--- config.mk ---
export PLATFORM = sky130hd
export DESIGN_NAME = pipe_buffer_ctrl_flat
export DESIGN_NICKNAME = d
export VERILOG_FILES = /design/src/rtl/pipe_buffer_ctrl_pkg.sv /design/src/rtl/pipe_buffer_ctrl_if.sv /design/src/rtl/pipe_squash_fsm.sv /design/src/rtl/pipe_buffer_ctrl.sv /design/src/flat_wrapper.sv
export SDC_FILE = /design/constraint.sdc
export NUM_CORES = 1
export LEC_CHECK = 0
export CORE_AREA = 2 2 101 103
export DETAILED_ROUTE_END_ITERATION = 8
export DIE_AREA = 0 0 103 105
export GPL_TIMING_DRIVEN = 0
export HOLD_SLACK_MARGIN = 0.12
export PLACE_DENSITY_LB_ADDON = 0.1
export SYNTH_ARGS = -nofsm -noshare
export SYNTH_HDL_FRONTEND = slang
export SYNTH_HIERARCHICAL = 1
export SYNTH_SLANG_ARGS = --single-unit
--- constraint.sdc ---
create_clock -name i_clk -period 1.6 [get_ports i_clk]
set_input_delay 0.32 -clock i_clk [delete_from_list [all_inputs] [get_ports i_clk]]
set_output_delay 0.32 -clock i_clk [all_outputs]
set_load 0.05 [all_outputs]
--- src/rtl/pipe_buffer_ctrl_pkg.sv ---
// -----------------------------------------------------------------------------
// pipe_buffer_ctrl_pkg
// Definitions shared by the pipeline-buffer controller and the hazard logic:
//   - buffer width and field bit positions of Buffer 1 / Buffer 2
//   - NOP opcode (loaded into bubbles) and the PSW register address
//   - the instruction-set opcodes this block needs to classify
//   - op_class(): ALU / MOV-to-A / other classification of an opcode
//   - pack_buffer(): assembles a buffer word from its fields
// -----------------------------------------------------------------------------
package pipe_buffer_ctrl_pkg;

    // Buffer layout, MSB to LSB: VALID | OPCODE | ADDR_OPERAND1 | OPERAND1 | OPERAND2 | CY
    localparam int BUFFER_LENGTH     = 34;
    localparam int VALID_POS         = 33;
    localparam int OPCODE_POS        = 25;  // [32:25]
    localparam int ADDR_OPERAND1_POS = 17;  // [24:17]
    localparam int OPERAND1_POS      = 9;   // [16:9]
    localparam int OPERAND2_POS      = 1;   // [8:1]
    localparam int CY_POS            = 0;

    localparam logic [7:0] NOP_OPCODE = 8'h00;
    localparam logic [7:0] PSW_ADDR   = 8'hFE;

    // Opcodes (IR[15:8])
    localparam logic [7:0] OP_ADD_R = 8'h01;
    localparam logic [7:0] OP_ADD_D = 8'h02;
    localparam logic [7:0] OP_ADC_R = 8'h03;
    localparam logic [7:0] OP_SUB_R = 8'h04;
    localparam logic [7:0] OP_AND_R = 8'h05;
    localparam logic [7:0] OP_OR_R  = 8'h06;
    localparam logic [7:0] OP_XOR_R = 8'h07;
    localparam logic [7:0] OP_MOV_R = 8'h10;
    localparam logic [7:0] OP_MOV_D = 8'h11;
    localparam logic [7:0] OP_MOV_C = 8'h12;
    localparam logic [7:0] OP_JMP   = 8'h20;
    localparam logic [7:0] OP_JC    = 8'h21;
    localparam logic [7:0] OP_JZ    = 8'h22;

    typedef enum logic [1:0] {
        CLASS_OTHER = 2'd0,
        CLASS_ALU   = 2'd1,
        CLASS_MOV   = 2'd2
    } op_class_e;

    typedef enum logic {
        SQ_RUN    = 1'b0,
        SQ_SQUASH = 1'b1
    } squash_state_e;

    // NOP falls into CLASS_OTHER, so a bubble never looks like a forwarding source.
    function automatic op_class_e op_class(input logic [7:0] opcode);
        op_class_e cls;
        case (opcode)
            OP_ADD_R, OP_ADD_D, OP_ADC_R, OP_SUB_R,
            OP_AND_R, OP_OR_R, OP_XOR_R:  cls = CLASS_ALU;
            OP_MOV_R, OP_MOV_D, OP_MOV_C: cls = CLASS_MOV;
            default:                      cls = CLASS_OTHER;
        endcase
        return cls;
    endfunction

    function automatic logic [BUFFER_LENGTH-1:0] pack_buffer(
        input logic       valid,
        input logic [7:0] opcode,
        input logic [7:0] addr_op1,
        input logic [7:0] operand1,
        input logic [7:0] operand2,
        input logic       cy
    );
        logic [BUFFER_LENGTH-1:0] b;
        b                             = '0;
        b[VALID_POS]                  = valid;
        b[OPCODE_POS +: 8]            = opcode;
        b[ADDR_OPERAND1_POS +: 8]     = addr_op1;
        b[OPERAND1_POS +: 8]          = operand1;
        b[OPERAND2_POS +: 8]          = operand2;
        b[CY_POS]                     = cy;
        return b;
    endfunction

endpackage

--- src/rtl/pipe_buffer_ctrl_if.sv ---
// -----------------------------------------------------------------------------
// pipe_buffer_ctrl_if
// Bundles the decode-stage instruction fields (into the buffer controller)
// and the register-file write-back port (out of the buffer controller).
//   master : decode / register-file side (drives i_*, receives o_wb_*)
//   slave  : pipe_buffer_ctrl (receives i_*, drives o_wb_*)
// -----------------------------------------------------------------------------
interface pipe_buffer_ctrl_if;

    // Decode stage
    logic       i_ir_valid;
    logic [7:0] i_opcode;
    logic [7:0] i_addr_op1;
    logic [7:0] i_operand1;
    logic [7:0] i_operand2;
    logic       i_cy;

    // Write-back port
    logic       o_wb_en;
    logic [7:0] o_wb_addr;
    logic [7:0] o_wb_data;
    logic       o_wb_cy_en;
    logic       o_wb_cy;

    modport master (
        output i_ir_valid, i_opcode, i_addr_op1, i_operand1, i_operand2, i_cy,
        input  o_wb_en, o_wb_addr, o_wb_data, o_wb_cy_en, o_wb_cy
    );

    modport slave (
        input  i_ir_valid, i_opcode, i_addr_op1, i_operand1, i_operand2, i_cy,
        output o_wb_en, o_wb_addr, o_wb_data, o_wb_cy_en, o_wb_cy
    );

endinterface

--- src/rtl/pipe_squash_fsm.sv ---
// -----------------------------------------------------------------------------
// pipe_squash_fsm
// Two-state RUN/SQUASH machine. A taken branch (not stalled) moves to SQUASH
// for exactly one cycle, during which the decode-stage instruction is the
// wrong-path one and must be discarded.
// Ports:
//   i_clk      rising-edge clock
//   i_rst      synchronous active-high reset (forces RUN)
//   i_pc_load  branch taken this cycle
//   i_stall    decode held; a stalled branch is re-presented, so no squash
//   o_squash   high while in SQUASH (state-register decode)
// -----------------------------------------------------------------------------
module pipe_squash_fsm
    import pipe_buffer_ctrl_pkg::*;
(
    input  logic i_clk,
    input  logic i_rst,
    input  logic i_pc_load,
    input  logic i_stall,
    output logic o_squash
);

    squash_state_e state_q, state_d;

    // NOTE: state flops use non-blocking assignments so every flop samples
    // pre-edge values regardless of process ordering.
    always_ff @(posedge i_clk) begin
        if (i_rst) begin
            state_q <= SQ_RUN;
        end else begin
            state_q <= state_d;
        end
    end

    // NOTE: the default assignment at the top keeps this block free of
    // inferred latches on paths that do not assign state_d.
    always_comb begin
        state_d = state_q;
        case (state_q)
            SQ_RUN:    if (i_pc_load && !i_stall) state_d = SQ_SQUASH;
            SQ_SQUASH: state_d = SQ_RUN;  // i_pc_load is ignored here
            default:   state_d = SQ_RUN;
        endcase
    end

    always_comb begin
        o_squash = (state_q == SQ_SQUASH);
    end

endmodule

--- src/rtl/pipe_buffer_ctrl.sv ---
// -----------------------------------------------------------------------------
// pipe_buffer_ctrl
// Owns Buffer 1 (execute) and Buffer 2 (write-back). Decode fields are
// captured into Buffer 1 each cycle and advance into Buffer 2 the next,
// with the ALU result / MOV source folded into OPERAND1 on the way.
// Taken branches squash the following decode slot; stalls inject bubbles.
// The register-file write-back port is driven combinationally from Buffer 2.
//
// Parameters: BUFFER_LENGTH (34), NOP_OPCODE (8'h00)
// Ports:
//   i_clk, i_rst        clock, synchronous active-high reset
//   bus (slave)         decode fields in, write-back port out
//   i_stall             hold decode, bubble into Buffer 1
//   i_pc_load           branch taken this cycle
//   i_res_alu, i_cy_alu ALU result/carry for the Buffer 1 instruction
//   o_buffer1/2         pipeline registers (for the hazard logic)
//   o_squash            decode instruction is being discarded this cycle
// Optional feature, macro PIPE_STATS_EN:
//   o_retired[15:0]     saturating count of cycles with Buffer 2 VALID
//   o_bubbles[15:0]     saturating count of bubbles loaded into Buffer 1
// -----------------------------------------------------------------------------
module pipe_buffer_ctrl #(
    parameter int         BUFFER_LENGTH = pipe_buffer_ctrl_pkg::BUFFER_LENGTH,
    parameter logic [7:0] NOP_OPCODE    = pipe_buffer_ctrl_pkg::NOP_OPCODE
) (
    input  logic                     i_clk,
    input  logic                     i_rst,
    pipe_buffer_ctrl_if.slave        bus,
    input  logic                     i_stall,
    input  logic                     i_pc_load,
    input  logic [7:0]               i_res_alu,
    input  logic                     i_cy_alu,
    output logic [BUFFER_LENGTH-1:0] o_buffer1,
    output logic [BUFFER_LENGTH-1:0] o_buffer2,
    output logic                     o_squash
`ifdef PIPE_STATS_EN
    ,
    output logic [15:0]              o_retired,
    output logic [15:0]              o_bubbles
`endif
);

    import pipe_buffer_ctrl_pkg::*;

    localparam logic [BUFFER_LENGTH-1:0] BUBBLE =
        pack_buffer(1'b0, NOP_OPCODE, 8'h00, 8'h00, 8'h00, 1'b0);

    logic [BUFFER_LENGTH-1:0] buf1_q, buf1_d;
    logic [BUFFER_LENGTH-1:0] buf2_q, buf2_d;
    logic                     squash;
    op_class_e                buf1_class;
    op_class_e                buf2_class;

    pipe_squash_fsm u_squash_fsm (
        .i_clk     (i_clk),
        .i_rst     (i_rst),
        .i_pc_load (i_pc_load),
        .i_stall   (i_stall),
        .o_squash  (squash)
    );

    assign o_squash = squash;

    // Buffer 1: a taken jump itself is captured in RUN; only the slot after
    // it (seen while in SQUASH) is replaced by a bubble.
    always_comb begin
        buf1_d = BUBBLE;
        if (!squash && !i_stall && bus.i_ir_valid) begin
            buf1_d = pack_buffer(1'b1, bus.i_opcode, bus.i_addr_op1,
                                 bus.i_operand1, bus.i_operand2, bus.i_cy);
        end
    end

    // Buffer 2: copy of Buffer 1 with the write-back value placed in OPERAND1.
    // It always advances, so a stall drains the back of the pipe.
    always_comb begin
        buf1_class = op_class(buf1_q[OPCODE_POS +: 8]);
        buf2_d     = buf1_q;
        case (buf1_class)
            CLASS_ALU: begin
                buf2_d[OPERAND1_POS +: 8] = i_res_alu;
                buf2_d[CY_POS]            = i_cy_alu;
            end
            CLASS_MOV: buf2_d[OPERAND1_POS +: 8] = buf1_q[OPERAND2_POS +: 8];
            default:   ;
        endcase
    end

    always_ff @(posedge i_clk) begin
        if (i_rst) begin
            buf1_q <= BUBBLE;
            buf2_q <= BUBBLE;
        end else begin
            buf1_q <= buf1_d;
            buf2_q <= buf2_d;
        end
    end

    assign o_buffer1 = buf1_q;
    assign o_buffer2 = buf2_q;

    // Write-back port
    always_comb begin
        buf2_class = op_class(buf2_q[OPCODE_POS +: 8]);
    end

    assign bus.o_wb_en    = buf2_q[VALID_POS] &&
                            ((buf2_class == CLASS_ALU) || (buf2_class == CLASS_MOV));
    assign bus.o_wb_addr  = buf2_q[ADDR_OPERAND1_POS +: 8];
    assign bus.o_wb_data  = buf2_q[OPERAND1_POS +: 8];
    assign bus.o_wb_cy_en = buf2_q[VALID_POS] && (buf2_class == CLASS_ALU);
    assign bus.o_wb_cy    = buf2_q[CY_POS];

`ifdef PIPE_STATS_EN
    logic [15:0] retired_q, retired_d;
    logic [15:0] bubbles_q, bubbles_d;

    // Saturating counters; the reset branch below covers "outside reset".
    always_comb begin
        retired_d = retired_q;
        bubbles_d = bubbles_q;
        if (buf2_q[VALID_POS] && (retired_q != 16'hFFFF)) begin
            retired_d = retired_q + 16'd1;
        end
        if (!buf1_d[VALID_POS] && (bubbles_q != 16'hFFFF)) begin
            bubbles_d = bubbles_q + 16'd1;
        end
    end

    always_ff @(posedge i_clk) begin
        if (i_rst) begin
            retired_q <= 16'h0000;
            bubbles_q <= 16'h0000;
        end else begin
            retired_q <= retired_d;
            bubbles_q <= bubbles_d;
        end
    end

    assign o_retired = retired_q;
    assign o_bubbles = bubbles_q;
`endif

endmodule

--- src/flat_wrapper.sv ---
// flat-port wrapper written by rule: the top's interface ports become plain ports
module pipe_buffer_ctrl_flat import pipe_buffer_ctrl_pkg::*;
#(
    parameter int         BUFFER_LENGTH = pipe_buffer_ctrl_pkg::BUFFER_LENGTH,
    parameter logic [7:0] NOP_OPCODE    = pipe_buffer_ctrl_pkg::NOP_OPCODE
)
  (i_clk, i_rst, i_stall, i_pc_load, i_res_alu, i_cy_alu, o_buffer1, o_buffer2, o_squash, bus_i_ir_valid, bus_i_opcode, bus_i_addr_op1, bus_i_operand1, bus_i_operand2, bus_i_cy, bus_o_wb_en, bus_o_wb_addr, bus_o_wb_data, bus_o_wb_cy_en, bus_o_wb_cy);
  pipe_buffer_ctrl_if bus_i ();
  input  logic i_clk;
  input  logic i_rst;
  input  logic i_stall;
  input  logic i_pc_load;
  input  logic [7:0] i_res_alu;
  input  logic i_cy_alu;
  output logic [BUFFER_LENGTH-1:0] o_buffer1;
  output logic [BUFFER_LENGTH-1:0] o_buffer2;
  output logic o_squash;
  input wire logic [$bits(bus_i.i_ir_valid)-1:0] bus_i_ir_valid;
  input wire logic [$bits(bus_i.i_opcode)-1:0] bus_i_opcode;
  input wire logic [$bits(bus_i.i_addr_op1)-1:0] bus_i_addr_op1;
  input wire logic [$bits(bus_i.i_operand1)-1:0] bus_i_operand1;
  input wire logic [$bits(bus_i.i_operand2)-1:0] bus_i_operand2;
  input wire logic [$bits(bus_i.i_cy)-1:0] bus_i_cy;
  output wire logic [$bits(bus_i.o_wb_en)-1:0] bus_o_wb_en;
  output wire logic [$bits(bus_i.o_wb_addr)-1:0] bus_o_wb_addr;
  output wire logic [$bits(bus_i.o_wb_data)-1:0] bus_o_wb_data;
  output wire logic [$bits(bus_i.o_wb_cy_en)-1:0] bus_o_wb_cy_en;
  output wire logic [$bits(bus_i.o_wb_cy)-1:0] bus_o_wb_cy;
  assign bus_i.i_ir_valid = bus_i_ir_valid;
  assign bus_i.i_opcode = bus_i_opcode;
  assign bus_i.i_addr_op1 = bus_i_addr_op1;
  assign bus_i.i_operand1 = bus_i_operand1;
  assign bus_i.i_operand2 = bus_i_operand2;
  assign bus_i.i_cy = bus_i_cy;
  assign bus_o_wb_en = bus_i.o_wb_en;
  assign bus_o_wb_addr = bus_i.o_wb_addr;
  assign bus_o_wb_data = bus_i.o_wb_data;
  assign bus_o_wb_cy_en = bus_i.o_wb_cy_en;
  assign bus_o_wb_cy = bus_i.o_wb_cy;
  pipe_buffer_ctrl #(.BUFFER_LENGTH(BUFFER_LENGTH), .NOP_OPCODE(NOP_OPCODE)) u_core (.i_clk(i_clk), .i_rst(i_rst), .bus(bus_i), .i_stall(i_stall), .i_pc_load(i_pc_load), .i_res_alu(i_res_alu), .i_cy_alu(i_cy_alu), .o_buffer1(o_buffer1), .o_buffer2(o_buffer2), .o_squash(o_squash));
endmodule
# Word-level counts from Yosys, hierarchy flattened

Memory sizes are Yosys's and may differ from the RTL's. A register that Yosys moved wholly into a read port is not among the register bits.
Index checks and enable logic that the tools add are counted.
Widths: inputs -> output; s select.

Register bits: 69
ROM bits: 128
Memories kept: 2

Memory list:

| memory          | words | width | read ports | clocked after Yosys merged registers in | wr ports | line                       | source |
|---|---|---|---|---|---|---|---|
| (no name shown) | 32    | 2     | 1          | 1                                       | 0        | pipe_buffer_ctrl_pkg.sv:53 | `case (opcode)` |
| (no name shown) | 32    | 2     | 1          | 1                                       | 0        | pipe_buffer_ctrl_pkg.sv:53 |  |

Equality and inequality tests: 4
Muxes and demuxes: 9
Bitwise operators: 2
Reductions and logical operators: 11

Operators by type and width:

| operator           | count |
|---|---|
| $mux 34            | 1 |
| $pmux 8 s2         | 1 |
| $mux 5             | 2 |
| $logic_not 3->1    | 2 |
| $logic_and 1x1->1  | 5 |
| $eq 2x1->1 const B | 2 |
| $eq 2x2->1 const B | 2 |
| $mux 2             | 2 |
| $logic_not 1->1    | 2 |
| $mux 1             | 2 |
| $not 1->1          | 2 |
| $pmux 1 s2         | 1 |
| $reduce_or 2->1    | 1 |
| $logic_or 1x1->1   | 1 |

# Longest topological paths before layout

Depth in word-level cells: 6
Depth in mapped cells: 6
Gate-level depth less buffers: 5

# Modules after synthesis

Netlist, hierarchy kept.

By module, submodules not included:

| module           | instances | cells each | area each (sq um) | sequential area each (sq um) |
|---|---|---|---|---|
| pipe_buffer_ctrl | 1         | 231        | 2547.4            | 1441.4 |
| pipe_squash_fsm  | 1         | 2          | 35.0              | 20.0 |

# Worst setup path before layout

Ideal clock, no wire load.

Path type: register to output
From: register u_core.buf2_q[31], in the netlist u_core/o_buffer2[31]
To: output port bus_o_wb_en
Arrival time: 1.895 ns
Data required time: 1.280 ns
Setup slack: -0.615 ns
Cell stages (with the launch flop): 5
Buffers on the path: 0
Path through: dfxtp_1 > nor3_1 > and2_1 > ha_1 > nor2b_1

Cells in the longest elaborated chain, start to end: 5
Elaborated cells on any way between the ends: 6
Those cells by class: eq/ne (2); mux (1); reduce/logical (3)

Ends and longest elaborated chain:

| item                                     | line                       | source |
|---|---|---|
| start: declaration                       | pipe_buffer_ctrl.sv:49     | `logic [BUFFER_LENGTH-1:0] buf2_q, buf2_d;` |
| start signal: assignment                 | pipe_buffer_ctrl.sv:95     | `buf2_q <= buf2_d;` |
| $logic_not 3->1 (*)                      | pipe_buffer_ctrl_pkg.sv:53 |  |
| $mux 2 (*)                               | pipe_buffer_ctrl_pkg.sv:53 |  |
| $eq 2x1->1 or $eq 2x2->1 (tied branches) | pipe_buffer_ctrl.sv:108    | `((buf2_class == CLASS_ALU) \|\| (buf2_class == CLASS_MOV));` |
| $logic_or 1x1->1 (*)                     | pipe_buffer_ctrl.sv:108    |  |
| $logic_and 1x1->1 (*)                    | pipe_buffer_ctrl.sv:107    | `assign bus.o_wb_en = buf2_q[VALID_POS] &&` |
| end: declaration                         | flat_wrapper.sv:24         | `output wire logic [$bits(bus_i.o_wb_en)-1:0] bus_o_wb_en;` |

Mark *: on every way between the ends. The rest lies on a longest branch, timed or not.

# Worst setup path in the final report

From: register u_core.buf2_q[32], in the netlist u_core/o_buffer2[32]
To: output port bus_o_wb_en

Same word-level chain as after synthesis.

==> impl_metrics.json <==
{
  "run_status": "finished, violations left",
  "violated_checks": "negative setup slack",
  "wire_length_of_the_first_global_routing_pass_um": 9660,
  "crit_chain": "nor3_4 -> nand2_1 -> ha_4 -> nor2b_4 -> buf_6",
  "grt.total_usage_pct": 12.11,
  "tightestPinTransition_ns": 0.6472,
  "rows": 36,
  "clock_root_cell": "clkbuf_8",
  "timing.fmax_ghz": 0.5406,
  "synth_cell_type_count": 20,
  "grt_setup_unrepaired": "yes",
  "dieArea_sq_um": 10820,
  "numPlacedInstances": 500,
  "antenna_found_initial": 0,
  "critical_path.max_fanout": 2,
  "hold_violations": 0,
  "route.detailed.vias_per_inst": 3.810,
  "setup.worst_path.class": "register to primary output",
  "clkSlewWorstSetupHoldPaths_ns": 0.08,
  "globalRoute.busiestLayer": "met2",
  "ant_diodes": 0,
  "drt_iter0_drc": 40,
  "clock_tree_from_tritoncts": "done",
  "met2_usage_pct": 19.06,
  "worst_case_vdd_ir_drop_v": 0.0004078,
  "final.period_utilization_pct": 115.6,
  "vias_in_the_first_global_route": 1797,
  "area.growth.synth_to_final_pct": 72.19,
  "syn_inst": 233,
  "hold_path.startpoint": "u_core/o_buffer1[21]",
  "synth_seq_area_share_pct": 56.59,
  "final_cells": 516,
  "max_slew_margin_pct": 56.85,
  "post-synth-top-area-fraction_pct": 56.59,
  "grt_max_degree": 14,
  "powerDensity_nw_per_um2": 886.0,
  "routed-via-count": 1966,
  "ys_ff_latch": 73,
  "critical_path.slowest_cell": "dfxtp_4",
  "detailedPlacementHpwl_um": 4851,
  "drtAntennaViolNets": 0,
  "placer_congestion_estimate": 0.6957,
  "worstHoldEndpoint": "u_core/o_buffer2[21]",
  "clock_tree.buffer_depth": 2,
  "power_leakage_nw": 2.019,
  "max_stage_delay_ns": 0.35,
  "crit-reg2reg-launch": "u_core/o_buffer1[30]",
  "finalWorstSetupSlack_ns": -0.2498,
  "chipWidth_um": 103,
  "crit_arrival_ns": 1.53,
  "post_route_cells_drive_above_1_share_pct": 36.03,
  "timing_max_transition_violations_final": 0,
  "final_nets": 428,
  "hold_path_class": "register to register",
  "reg2regPathDepth": 6,
  "post_drt_wl_per_cell_um": 12.43,
  "setup.reg_to_reg.worst_slack_ns": 0.01,
  "initial_util_pct": 26.79,
  "port_buffers": 134,
  "globalRouteMet1Util_pct": 14.69,
  "hold_depth": 1,
  "synthesis.nets": 283,
  "mostFrequentLayoutCell": "dfxtp_1",
  "worst_skew_pair.late_latency_ns": 0.34,
  "min_period_ns": 1.850,
  "ys_warn_count": 6,
  "endpoint_kind": "primary output",
  "numCtsBuffers": 9,
  "synth_area_sq_um": 2582,
  "place_ws_ns": -0.6002,
  "io-pin-count": 135,
  "timing.max_cap.violations": 0,
  "num_clock_sinks": 73,
  "startpoint_type": "register",
  "drt_first_pass_iters": 3,
  "detail_route.drc_violations": 0,
  "grt.met3_usage_pct": 4.214,
  "grt-ovfl-total": 0,
  "worstReg2RegEnd": "u_core/o_buffer2[13]",
  "yosysTopAreaCell": "dfxtp_1",
  "worst_ep_required_time_ns": 1.28,
  "drt_wl_total_um": 6415,
  "htree_num_levels": 3,
  "fin_skew_ns": 0.01273,
  "syn_area_per_cell_sq_um": 11.08,
  "setup_viol_count_final": 2,
  "fp.dieH_um": 105,
  "synth_area_leaders": "dfxtp_1 57%, buf_4 12%, and2_1 9.0%",
  "layout.cells.most_common_list": "68 x dfxtp_1, 46 x clkdlybuf4s50_1, 43 x buf_4, 39 x dlygate4sd2_1, 34 x and2_1",
  "fp.coreArea_sq_um": 9639
}
[repair_timing]
item | CTS | global route
hold endpoints to repair | 0 | 0
pin swaps | 7 | 9
setup buffers | 1 | 0
gates cloned | 0 | 1
hold buffers | 0 | 0
endpoints found under the setup margin | 97 | 27
gates resized for setup | 197 | 30
[logic make-up (layout without fill, tap and decap cells)]
family / after synthesis / in the layout / synth area share (%)
and+or+nand+nor: 93 / 93 / 23.16
DFF: 73 / 73 / 56.59
buffers and inverters: 52 / 202 / 14.87
AOI/OAI and AO/OA: 11 / 11 / 3.537
adders and majority gates: 3 / 3 / 1.454
muxes: 1 / 1 / 0.3876
[power by group]
part / leakage [nW] / switching, mW / internal, mW
logic: 1.32 / 0.279 / 0.236
clock network: 0.108 / 0.666 / 0.881
registers: 0.596 / 0.0247 / 1.85
total: 2.02 / 0.970 / 2.97
[per-layer routing]
metal	up-vias	wire length, um
met4	0	140
met1	877	2762
met2	72	3092
li1	1007	-
met3	10	420
met5	-	0
[through the flow]
step | setup TNS (ns) | instance area [sq um] | hold slack [ns] | power [mW] | utilization [%]
after floorplan | 0 | 2611 | 0.3914 | 2.206 | -
after global placement | -15.28 | 4119 | 0.4438 | 2.442 | 42.73
after detailed placement | -17.26 | 4119 | 0.4511 | 2.447 | 42.73
after CTS | -0.5313 | 4429 | 0.4513 | 4.013 | 45.95
after global routing | -0.8927 | 4447 | 0.4755 | 4.112 | 46.13
final | -0.4260 | 4447 | 0.4491 | 3.940 | 46.13
[sequential cells by signal, indices dropped and copies added, names as in the netlist, named ones only]
| name | count |
|---|---|
| u_core/o_buffer2 | 34 |
| u_core/o_buffer1 | 34 |
| u_core/u_squash_fsm/o_squash | 1 |
[worst max-delay path, delay by kind of cell (launching register included)]
family        cells  cell delay [ns]
flops             1             0.35
simple gates      3             0.43
buf+inv           1             0.15
fa+ha+maj         1             0.26
[how the worst max path moves through the flow]
| stage | cells after the start | end | slack (ns) | start |
|---|---|---|---|---|
| after detailed placement | 5 | bus_o_wb_en | -0.60 | u_core/o_buffer2[31] |
| after global routing | 5 | bus_o_wb_en | -0.31 | u_core/o_buffer2[32] |
| final | 5 | bus_o_wb_en | -0.25 | u_core/o_buffer2[32] |
| after global placement | 5 | bus_o_wb_en | -0.59 | u_core/o_buffer2[31] |
| after floorplan | 4 | bus_o_wb_en | 0.02 | u_core/o_buffer2[31] |
| after CTS | 5 | bus_o_wb_en | -0.32 | u_core/o_buffer2[32] |
[synthesized netlist by cell type]
cell,instances
buf_4,42
a221oi_1,8
dfxtp_1,73
nor4b_4,1
ha_1,3
nor4b_2,2
a21oi_1,1
and2_1,37
buf_6,4
nor3_1,11
clkbuf_2,1
nand2_1,4
nor2_1,1
and4b_1,1
or4b_1,1
o21bai_1,1
mux2i_1,1
o31a_1,1
clkbuf_1,5
nor2b_1,35
[cell type report]
class                      count  area (sq um)
tap                          133         166.4
multi-input combinational    108         904.6
clock buffer                  11         131.4
fill                         981          5192
buffer                        50         396.6
timing repair buffer         136          1290
clock inverter                 5         80.08
sequential                    73          1478
No activity file was read; power rests on OpenSTA's default activity.
